### src/rtl/arb_pkg.sv
// Shared types and constants for the round-robin encoder arbiter.
package arb_pkg;

    localparam int ARB_N    = 8;
    localparam int ARB_IDXW = 3;

    typedef enum logic {
        IDLE  = 1'b0,
        GRANT = 1'b1
    } arb_state_t;

endpackage : arb_pkg

### src/rtl/rr_encoder_arbiter_if.sv
// Request/grant bundle between the requesters and the arbiter.
interface rr_encoder_arbiter_if;
    import arb_pkg::*;

    logic [ARB_N-1:0]    req;
    logic                done;
    logic [ARB_N-1:0]    gnt;
    logic [ARB_IDXW-1:0] gnt_idx;
    logic                gnt_valid;
    logic                timeout;

    // Requester side: raises requests and the release strobe.
    modport master (
        output req, done,
        input  gnt, gnt_idx, gnt_valid, timeout
    );

    // Arbiter side.
    modport slave (
        input  req, done,
        output gnt, gnt_idx, gnt_valid, timeout
    );

endinterface : rr_encoder_arbiter_if

### src/rtl/rr_pick.sv
// Rotating priority picker: first set request at or after base, wrapping 7->0.
module rr_pick
    import arb_pkg::*;
(
    input  logic [ARB_N-1:0]    req,
    input  logic [ARB_IDXW-1:0] base,
    output logic                any,
    output logic [ARB_IDXW-1:0] idx,
    output logic [ARB_N-1:0]    onehot
);

    logic [ARB_N-1:0]    rot;
    logic [ARB_IDXW-1:0] enc;

    // Rotate so base sits at bit 0, take the lowest set bit, rotate the index back.
    always_comb begin
        // NOTE: every output of a combinational block gets a default first so no path infers a latch.
        rot    = ARB_N'({req, req} >> base);
        enc    = '0;
        any    = |req;
        for (int i = ARB_N - 1; i >= 0; i--) begin
            if (rot[i]) enc = ARB_IDXW'(i);
        end
        idx    = enc + base;
        onehot = any ? (ARB_N'(1) << idx) : '0;
    end

endmodule : rr_pick

### src/rtl/rr_encoder_arbiter.sv
// Round-robin arbiter with one-hot + encoded grant, release on done/withdrawal/timeout.
module rr_encoder_arbiter
    import arb_pkg::*;
#(
    parameter int MAX_HOLD = 16
) (
    input  logic                 clk,
    input  logic                 rst,
    rr_encoder_arbiter_if.slave  bus
);

    localparam int                CW        = $clog2(MAX_HOLD);
    localparam logic [CW-1:0]     HOLD_LAST = CW'(MAX_HOLD - 1);

    arb_state_t          state_q, state_d;
    logic [ARB_IDXW-1:0] ptr_q, ptr_d;
    logic [CW-1:0]       hold_q, hold_d;
    logic [ARB_N-1:0]    gnt_q, gnt_d;
    logic [ARB_IDXW-1:0] idx_q, idx_d;
    logic                valid_q, valid_d;
    logic                timeout_q, timeout_d;

    logic                pick_any;
    logic [ARB_IDXW-1:0] pick_idx;
    logic [ARB_N-1:0]    pick_onehot;
    logic                expired;

    rr_pick u_pick (
        .req    (bus.req),
        .base   (ptr_q),
        .any    (pick_any),
        .idx    (pick_idx),
        .onehot (pick_onehot)
    );

    assign expired = (hold_q == HOLD_LAST);

    // Next-state and next-output logic; done outranks the timeout pulse.
    always_comb begin
        state_d   = state_q;
        ptr_d     = ptr_q;
        hold_d    = hold_q;
        gnt_d     = gnt_q;
        idx_d     = idx_q;
        valid_d   = valid_q;
        timeout_d = 1'b0;
        case (state_q)
            IDLE: begin
                if (pick_any) begin
                    state_d = GRANT;
                    gnt_d   = pick_onehot;
                    idx_d   = pick_idx;
                    valid_d = 1'b1;
                    hold_d  = '0;
                end
            end
            GRANT: begin
                if (bus.done || !bus.req[idx_q] || expired) begin
                    state_d   = IDLE;
                    gnt_d     = '0;
                    idx_d     = '0;
                    valid_d   = 1'b0;
                    ptr_d     = idx_q + ARB_IDXW'(1);
                    timeout_d = expired && !bus.done;
                end else begin
                    hold_d = hold_q + CW'(1);
                end
            end
            default: state_d = IDLE;
        endcase
    end

    // State, pointer, counter and output registers with synchronous reset.
    always_ff @(posedge clk) begin
        // NOTE: sequential state uses non-blocking assignments so every register samples pre-edge values.
        if (rst) begin
            state_q   <= IDLE;
            ptr_q     <= '0;
            hold_q    <= '0;
            gnt_q     <= '0;
            idx_q     <= '0;
            valid_q   <= 1'b0;
            timeout_q <= 1'b0;
        end else begin
            state_q   <= state_d;
            ptr_q     <= ptr_d;
            hold_q    <= hold_d;
            gnt_q     <= gnt_d;
            idx_q     <= idx_d;
            valid_q   <= valid_d;
            timeout_q <= timeout_d;
        end
    end

    assign bus.gnt       = gnt_q;
    assign bus.gnt_idx   = idx_q;
    assign bus.gnt_valid = valid_q;
    assign bus.timeout   = timeout_q;

endmodule : rr_encoder_arbiter

### src/flat_wrapper.sv
// flat-port wrapper written by rule: the top's interface ports become plain ports
module rr_encoder_arbiter_flat import arb_pkg::*;
#(
    parameter int MAX_HOLD = 16
)
  (clk, rst, bus_req, bus_done, bus_gnt, bus_gnt_idx, bus_gnt_valid, bus_timeout);
  rr_encoder_arbiter_if bus_i ();
  input  logic clk;
  input  logic rst;
  input wire logic [$bits(bus_i.req)-1:0] bus_req;
  input wire logic [$bits(bus_i.done)-1:0] bus_done;
  output wire logic [$bits(bus_i.gnt)-1:0] bus_gnt;
  output wire logic [$bits(bus_i.gnt_idx)-1:0] bus_gnt_idx;
  output wire logic [$bits(bus_i.gnt_valid)-1:0] bus_gnt_valid;
  output wire logic [$bits(bus_i.timeout)-1:0] bus_timeout;
  assign bus_i.req = bus_req;
  assign bus_i.done = bus_done;
  assign bus_gnt = bus_i.gnt;
  assign bus_gnt_idx = bus_i.gnt_idx;
  assign bus_gnt_valid = bus_i.gnt_valid;
  assign bus_timeout = bus_i.timeout;
  rr_encoder_arbiter #(.MAX_HOLD(MAX_HOLD)) u_core (.clk(clk), .rst(rst), .bus(bus_i));
endmodule
### config.mk
export PLATFORM = sky130hd
export DESIGN_NAME = rr_encoder_arbiter_flat
export DESIGN_NICKNAME = d
export VERILOG_FILES = /design/src/rtl/arb_pkg.sv /design/src/rtl/rr_encoder_arbiter_if.sv /design/src/rtl/rr_pick.sv /design/src/rtl/rr_encoder_arbiter.sv /design/src/flat_wrapper.sv
export SDC_FILE = /design/constraint.sdc
export NUM_CORES = 1
export LEC_CHECK = 0
export ABC_AREA = 0
export CORE_ASPECT_RATIO = 2
export CORE_MARGIN = 2
export CORE_UTILIZATION = 50
export DETAILED_ROUTE_END_ITERATION = 8
export GPL_TIMING_DRIVEN = 0
export PLACE_DENSITY = 0.75
export SYNTH_ARGS = -nofsm -noshare
export SYNTH_HDL_FRONTEND = slang
export SYNTH_SLANG_ARGS = --single-unit
### constraint.sdc
create_clock -name clk -period 3.3 [get_ports clk]
set_input_delay 0.33 -clock clk [delete_from_list [all_inputs] [get_ports clk]]
set_output_delay 0.33 -clock clk [all_outputs]
set_load 0.005 [all_outputs]
== After elaboration in Yosys (flattened, before gate mapping) ==
Index checks and enable logic that the tools add are counted.

* Flip-flop bits (word level): 21
* Bits of input ports: 11
* Output and inout port bits: 13

* Add/sub/neg operators: 3
* $lt $le $gt $ge: 1
* Eq/ne operators: 4
* Shift operators: 2
* Mux-type cells: 25
* Bitwise gates (word level): 2
* Reductions and logical operators: 10

{| class="wikitable"
|+ Operators by type and width
! operator !! number
|-
| 2-to-1 mux 3 bit || 10
|-
| 2-to-1 mux 8 bit || 2
|-
| case mux 8 bit (2 select lines) || 1
|-
| right shift 16 x 3 -> 8 bit || 1
|-
| 2-to-1 mux 4 bit || 2
|-
| case mux 4 bit (2 select lines) || 1
|-
| OR reduction 8 bit || 1
|-
| left shift 1 x 3 -> 8 bit (first input constant) || 1
|-
| case mux 3 bit (2 select lines) || 1
|-
| AND reduction 2 bit || 3
|-
| 2-to-1 mux 1 bit || 5
|-
| adder 4 x 1 -> 4 bit (second input constant) || 1
|-
| equality test 4 bit (second input constant) || 1
|-
| < comparator 3 x 4 -> 1 bit (second input constant) || 1
|-
| != test 2 bit (second input constant) || 2
|-
| case mux 1 bit (2 select lines) || 2
|-
| adder 3 x 1 -> 3 bit (second input constant) || 1
|-
| adder 3 bit || 1
|-
| binary-select mux 1 bit (select 3 bit) || 1
|-
| OR reduction 3 bit || 1
|-
| logical NOT 1 bit || 2
|-
| logical OR 1 bit || 2
|-
| != test 2 x 1 -> 1 bit (second input constant) || 1
|-
| NOT 1 bit || 2
|-
| logical AND 1 bit || 1
|}

== Depth between registers and ports, before layout ==
Gate-level depths: netlist of run 1.

* Depth after elaboration: 13
* Mapped depth: 14

== Hierarchy ==
From an unflattened synthesis of run 1, not the netlist that was laid out.

* Cell total of the unflattened synthesis: 224
* Area total of the unflattened synthesis: 1722.9 um2

{| class="wikitable"
|+ By module, submodules not included
! module !! instances !! cells an instance !! area an instance (um2) !! seq. area each (um2)
|-
| rr_encoder_arbiter || 1 || 110 || 955.9 || 420.4
|-
| rr_pick || 1 || 114 || 767.0 || 0.0
|}

== Worst setup path after synthesis of run 1 ==
No wires, ideal clock.

* Kind: reg-to-reg
* Start point: register u_core.ptr_q[1]
* End point: register u_core.gnt_q[2], in the netlist u_core.bus.gnt[2]
* Setup time: 0.117 ns
* Data arrival time: 2.611 ns
* Required time: 3.183 ns
* Path slack: 0.572 ns
* Cell stages (with the launch flop): 12
* Path buffers: 1
* Path through: dfxtp_1 buf_2 mux2_2 mux2_2 nor4_1 o21ai_0 a21oi_1 ha_1 inv_1 fa_1 xor2_1 a22o_1

* Word-level cells in the longest chain between the ends: 13

{| class="wikitable"
|+ RTL lines
! element !! line !! text
|-
| from (decl) || rr_encoder_arbiter.sv:16 || <nowiki>logic [ARB_IDXW-1:0] ptr_q, ptr_d;</nowiki>
|-
| from (signal assigned) || rr_encoder_arbiter.sv:86 || <nowiki>ptr_q <= ptr_d;</nowiki>
|-
| right shift 16 x 3 -> 8 bit || rr_pick.sv:18 || <nowiki>rot = ARB_N'({req, req} >> base);</nowiki>
|-
| 2-to-1 mux 3 bit (8 in a row) || rr_pick.sv:22 || <nowiki>if (rot[i]) enc = ARB_IDXW'(i);</nowiki>
|-
| adder 3 bit * || rr_pick.sv:24 || <nowiki>idx = enc + base;</nowiki>
|-
| left shift 1 x 3 -> 8 bit * || rr_pick.sv:25 || <nowiki>onehot = any ? (ARB_N'(1) << idx) : '0;</nowiki>
|-
| 2-to-1 mux 8 bit * || rr_encoder_arbiter.sv:49 || <nowiki>if (pick_any) begin</nowiki>
|-
| case mux 8 bit (2 select lines) * || rr_encoder_arbiter.sv:47 || <nowiki>case (state_q)</nowiki>
|-
| to (signal assigned) || rr_encoder_arbiter.sv:88 || <nowiki>gnt_q <= gnt_d;</nowiki>
|-
| to (decl) || rr_encoder_arbiter.sv:18 || <nowiki>logic [ARB_N-1:0] gnt_q, gnt_d;</nowiki>
|}

Every way passes the cells marked *; elsewhere a longest branch is shown, timed or not. The select of a mux whose other input is x is not followed.
A chain may end at the register's enable or synchronous reset.

== Worst setup path in the final report of run 1 ==
* Start point: register u_core.ptr_q[0]
* End point: register u_core.gnt_q[2], in the netlist u_core.bus.gnt[2]

The elaborated chain is that of the path after synthesis.

==> summary.md, run 1 <==
| Metric | Value |
|---|---|
| Status | finished clean |
| Req. time, crit path | 3.45 ns |
| Switch share | 0.3480 |
| Pin count of the biggest net entering global routing | 12 |
| Post-synth top area cell | dfxtp_1 |
| CP arrival | 3.29 ns |
| Crit path max-delay cell type | fa_1 |
| Worst Max-Slew Pin Slew | 0.4778 ns |
| Reg clk slew, reported paths | 0.07 ns |
| Number of I/O port buffers | 22 |
| Vias per cell | 6.394 |
| Worst vdd ir | 0.2195 mV |
| Post-layout nets | 213 |
| Largest fanout on the critical path | 10 |
| Initial Util | 0.5330 |
| Die Span Y | 80.85 um |
| Clock Tree Buf Depth | 2 |
| Net Count, Synth | 186 |
| Internal | 537.4 uW |
| R2r startpoint | u_core.ptr_q[0] |
| DRC violations left | 0 |
| Setup TNS | 0 ns |
| H-Tree Depth | 1 |
| Routed len/inst | 15.96 um |
| Depth of the most critical reg-to-reg path | 12 |
| Worst Hold End | u_core.bus.gnt[5] |
| Hold path start | u_core.bus.gnt[5] |
| Vias in the first global route | 1467 |
| Area of the die | 0.003430 mm2 |
| Final Skew | 0.002894 ns |
| Std-Cell Rows | 27 |
| DRT Wirelength | 3607 um |
| Core area | 0.002770 mm2 |
| Post-route insts no fill | 226 |
| CP peak stage delay | 0.49 ns |
| Synth Flop Type | dfxtp_1 |
| Max Freq | 318.8 MHz |
| Synth Area per Inst | 8.634 um2 |
| NetSw | 286.8 uW |
| Seq/Total Area, Yosys | 0.2847 |
| Synth unique cells | 47 |
| EDFF count, synth | 0 |
| Clock Latency Late Sink | 0.26 ns |
| Min-Delay Path Depth | 2 |
| Post-synth top cells | dfxtp_1, nor2_1, a21oi_1, mux2i_1, nand2_1 |
| Root Buffer | clkbuf_8 |
| Final hold vios | 0 |
| GR Overflow Total | 0 |
| Share of cells above drive strength 1 | 0.1320 |
| Max-slew violation count | 0 |
| Critical path buffers and inverters | 3 |
| Mapped Area | 0.001476 mm2 |
| Synthesized instance count | 171 |
| Final ANT Viol Nets | 0 |
| R2r endpoint | u_core.bus.gnt[2] |
| Combinational share of power | 0.425 |
| Most common cell on crit path | clkbuf_4 |
| Power Density | 456.2 mW/mm2 |
| Num CTS Buffers | 3 |
| CTS tree | built |
| Drt initial violations | 41 |
| FF+latch count, synth | 21 |
| Crit end category | register |
| R2r setup slk | 0.16 ns |
| Reg power frac | 0.374 |
| Slew headroom | 0.6815 |
| Hold buffer count at cts | 0 |
| Area delta synth->final | 22.37% |
| Placed cell count | 222 |
| Chip width | 42.43 um |
| Crit Path Category | reg -> reg |
| Tmin final | 3.137 ns |
| Unrepaired setup endpoints after global routing | no |
| Area contributors post-synth | dfxtp_1, mux2i_1, mux2_2, nor2_1, a21oi_1 |
| Yosys warning total | 0 |
| First-pass GRT wire length | 6216 um |
| Async set or reset register ratio after synthesis | 0 |
| Clock power share | 0.201 |
| Startpoint Class | register |
| GPL Wtd Cong | 0.8000 |
| Cell Chain, Critical Path | clkbuf_4, clkbuf_4, mux2i_2, nor2_1, nor4_1, o21ai_0, a21oi_1, ha_1, inv_1, fa_1, xor2_2, a22o_1 |
| Vias | 1445 |
| HP Class | reg -> reg |
| Most numerous cell in the Yosys netlist | dfxtp_1 |
| DP Wirelength | 2878 um |
| Max-cap check violation count | 0 |
| P_leak | 0.6290 nW |
| Critical path's top delay family | adder cells |
| Total track usage | 0.2302 |
| 1st-pass router iterations | 5 |
| Fin crit share | 0.9505 |
| Initial antenna violation count | 0 |
| Top cell type's share of synthesized area | 0.2847 |
| # IOs | 24 |
| CTS sink count | 21 |
| Final setup violation count | 0 |
| Antenna cells | 0 |
## layer usage
metal,part of all wire,up-vias,routed length [um],track usage
met5,0,-,0,0
met4,0.038,0,136,0.1594
met3,0.043,18,155,0.02889
met2,0.56,70,2029,0.4462
met1,0.36,669,1286,0.2120
li1,-,688,-,-
## power by group through the flow
| stage | logic [mW] | clock network (mW) | registers [mW] |
|---|---|---|---|
| 6_report | 0.350 | 0.166 | 0.308 |
| 5_1_grt | 0.381 | 0.171 | 0.313 |
| 4_1_cts | 0.336 | 0.167 | 0.308 |
| 3_5_place_dp | 0.335 | 0 | 0.314 |
| 3_3_place_gp | 0.323 | 0 | 0.313 |
| 2_1_floorplan | 0.225 | 0 | 0.310 |
## tightest hold or removal path, stage by stage (launching register included)
cell	delay (ns)
dfxtp_1	0.33
nand2_1	0.04
o21ai_0	0.06
## kinds of logic (layout without fill, tap and decap cells)
kind of cell / after synthesis / count (layout) / synth area share
compound gates: 47 / 47 / 0.2152
xor+xnor: 4 / 4 / 0.02373
fa+ha+maj: 4 / 4 / 0.03899
buf+inv: 14 / 40 / 0.04577
flops: 21 / 21 / 0.2847
mux: 21 / 21 / 0.1703
simple gates: 60 / 60 / 0.2212
## layout by cell type, fill, tap and decap left out, types with 2 or more instances in the layout
cell | netlist | layout
a211o_1 | 2 | 2
a211oi_1 | 3 | 3
a21o_1 | 2 | 2
a21oi_1 | 11 | 11
a22o_1 | 4 | 4
a22oi_1 | 2 | 2
a31oi_1 | 2 | 2
buf_2 | 6 | 4
clkbuf_1 | 2 | 3
clkbuf_4 | 0 | 2
clkbuf_8 | 0 | 3
clkdlybuf4s50_1 | 0 | 22
dfxtp_1 | 21 | 21
ha_1 | 3 | 3
inv_1 | 5 | 5
mux2_2 | 7 | 7
mux2i_1 | 11 | 10
mux2i_2 | 1 | 2
nand2_1 | 11 | 11
nand2b_1 | 3 | 3
nand3_1 | 5 | 5
nand3b_1 | 2 | 2
nor2_1 | 15 | 15
nor2b_1 | 7 | 7
nor3_1 | 6 | 5
nor4_1 | 2 | 2
o2111ai_1 | 2 | 2
o21ai_0 | 10 | 10
o31ai_1 | 3 | 3
## per-stage QoR
stage	cell area (um2)	hold WS, ns	worst slack (ns)	total power, mW	util
floorplan	1476	0.4067	0.5720	0.5348	-
global placement	1733	0.4391	0.008874	0.6361	0.6256
detailed placement	1733	0.4478	-0.07812	0.6488	0.6256
CTS	1778	0.4717	0.1200	0.8114	0.6418
global route	1807	0.4921	0.01658	0.8651	0.6522
finish	1807	0.4628	0.1634	0.8242	0.6522
## layout make-up
type	count	area (um2)
Timing Repair Buffer	22	220.2
Sequential cell	21	420.4
Fill cell	247	963.4
Tap cell	29	36.28
Clock buffer	4	45.04
Inverter	5	18.77
Buffer	9	53.80
Multi-Input combinational cell	136	1012
## sequential cells by signal (all words and copies together), names as in the netlist
name	flops
u_core.state_q	1
u_core.bus.timeout	1
u_core.bus.gnt_idx	3
u_core.bus.gnt	8
u_core.ptr_q	3
u_core.hold_q	4
u_core.bus.gnt_valid	1
## worst max-delay path by stage
stage / from / endpoint / slack [ns] / cells after the start
3_3_place_gp: bus_req[6] / u_core.bus.gnt[3] / 0.009 / 11
6_report: u_core.ptr_q[0] / u_core.bus.gnt[2] / 0.16 / 12
5_1_grt: u_core.ptr_q[0] / u_core.bus.gnt[2] / 0.02 / 12
3_5_place_dp: bus_req[6] / u_core.bus.gnt[1] / -0.08 / 11
2_1_floorplan: u_core.ptr_q[1] / u_core.bus.gnt[2] / 0.57 / 11
4_1_cts: u_core.ptr_q[0] / u_core.bus.gnt[1] / 0.12 / 12
## timing repair
item                       4_1_cts  5_1_grt
buffers inserted                 0        0
setup endpoints to repair        0        8
hold endpoints to repair         0        0
resized for setup                0        6
(Power assumes the default switching activity.)
==> run 2: changes to the inputs <==
--- a/config.mk
+++ b/config.mk
@@ -6,6 +6,7 @@
 export NUM_CORES = 1
 export LEC_CHECK = 0
 export ABC_AREA = 0
+export CAP_MARGIN = 10
 export CORE_ASPECT_RATIO = 2
 export CORE_MARGIN = 2
 export CORE_UTILIZATION = 50
==> results of run 2 <==
No change in the layout: final DEF, timing and power equal those of run 1.
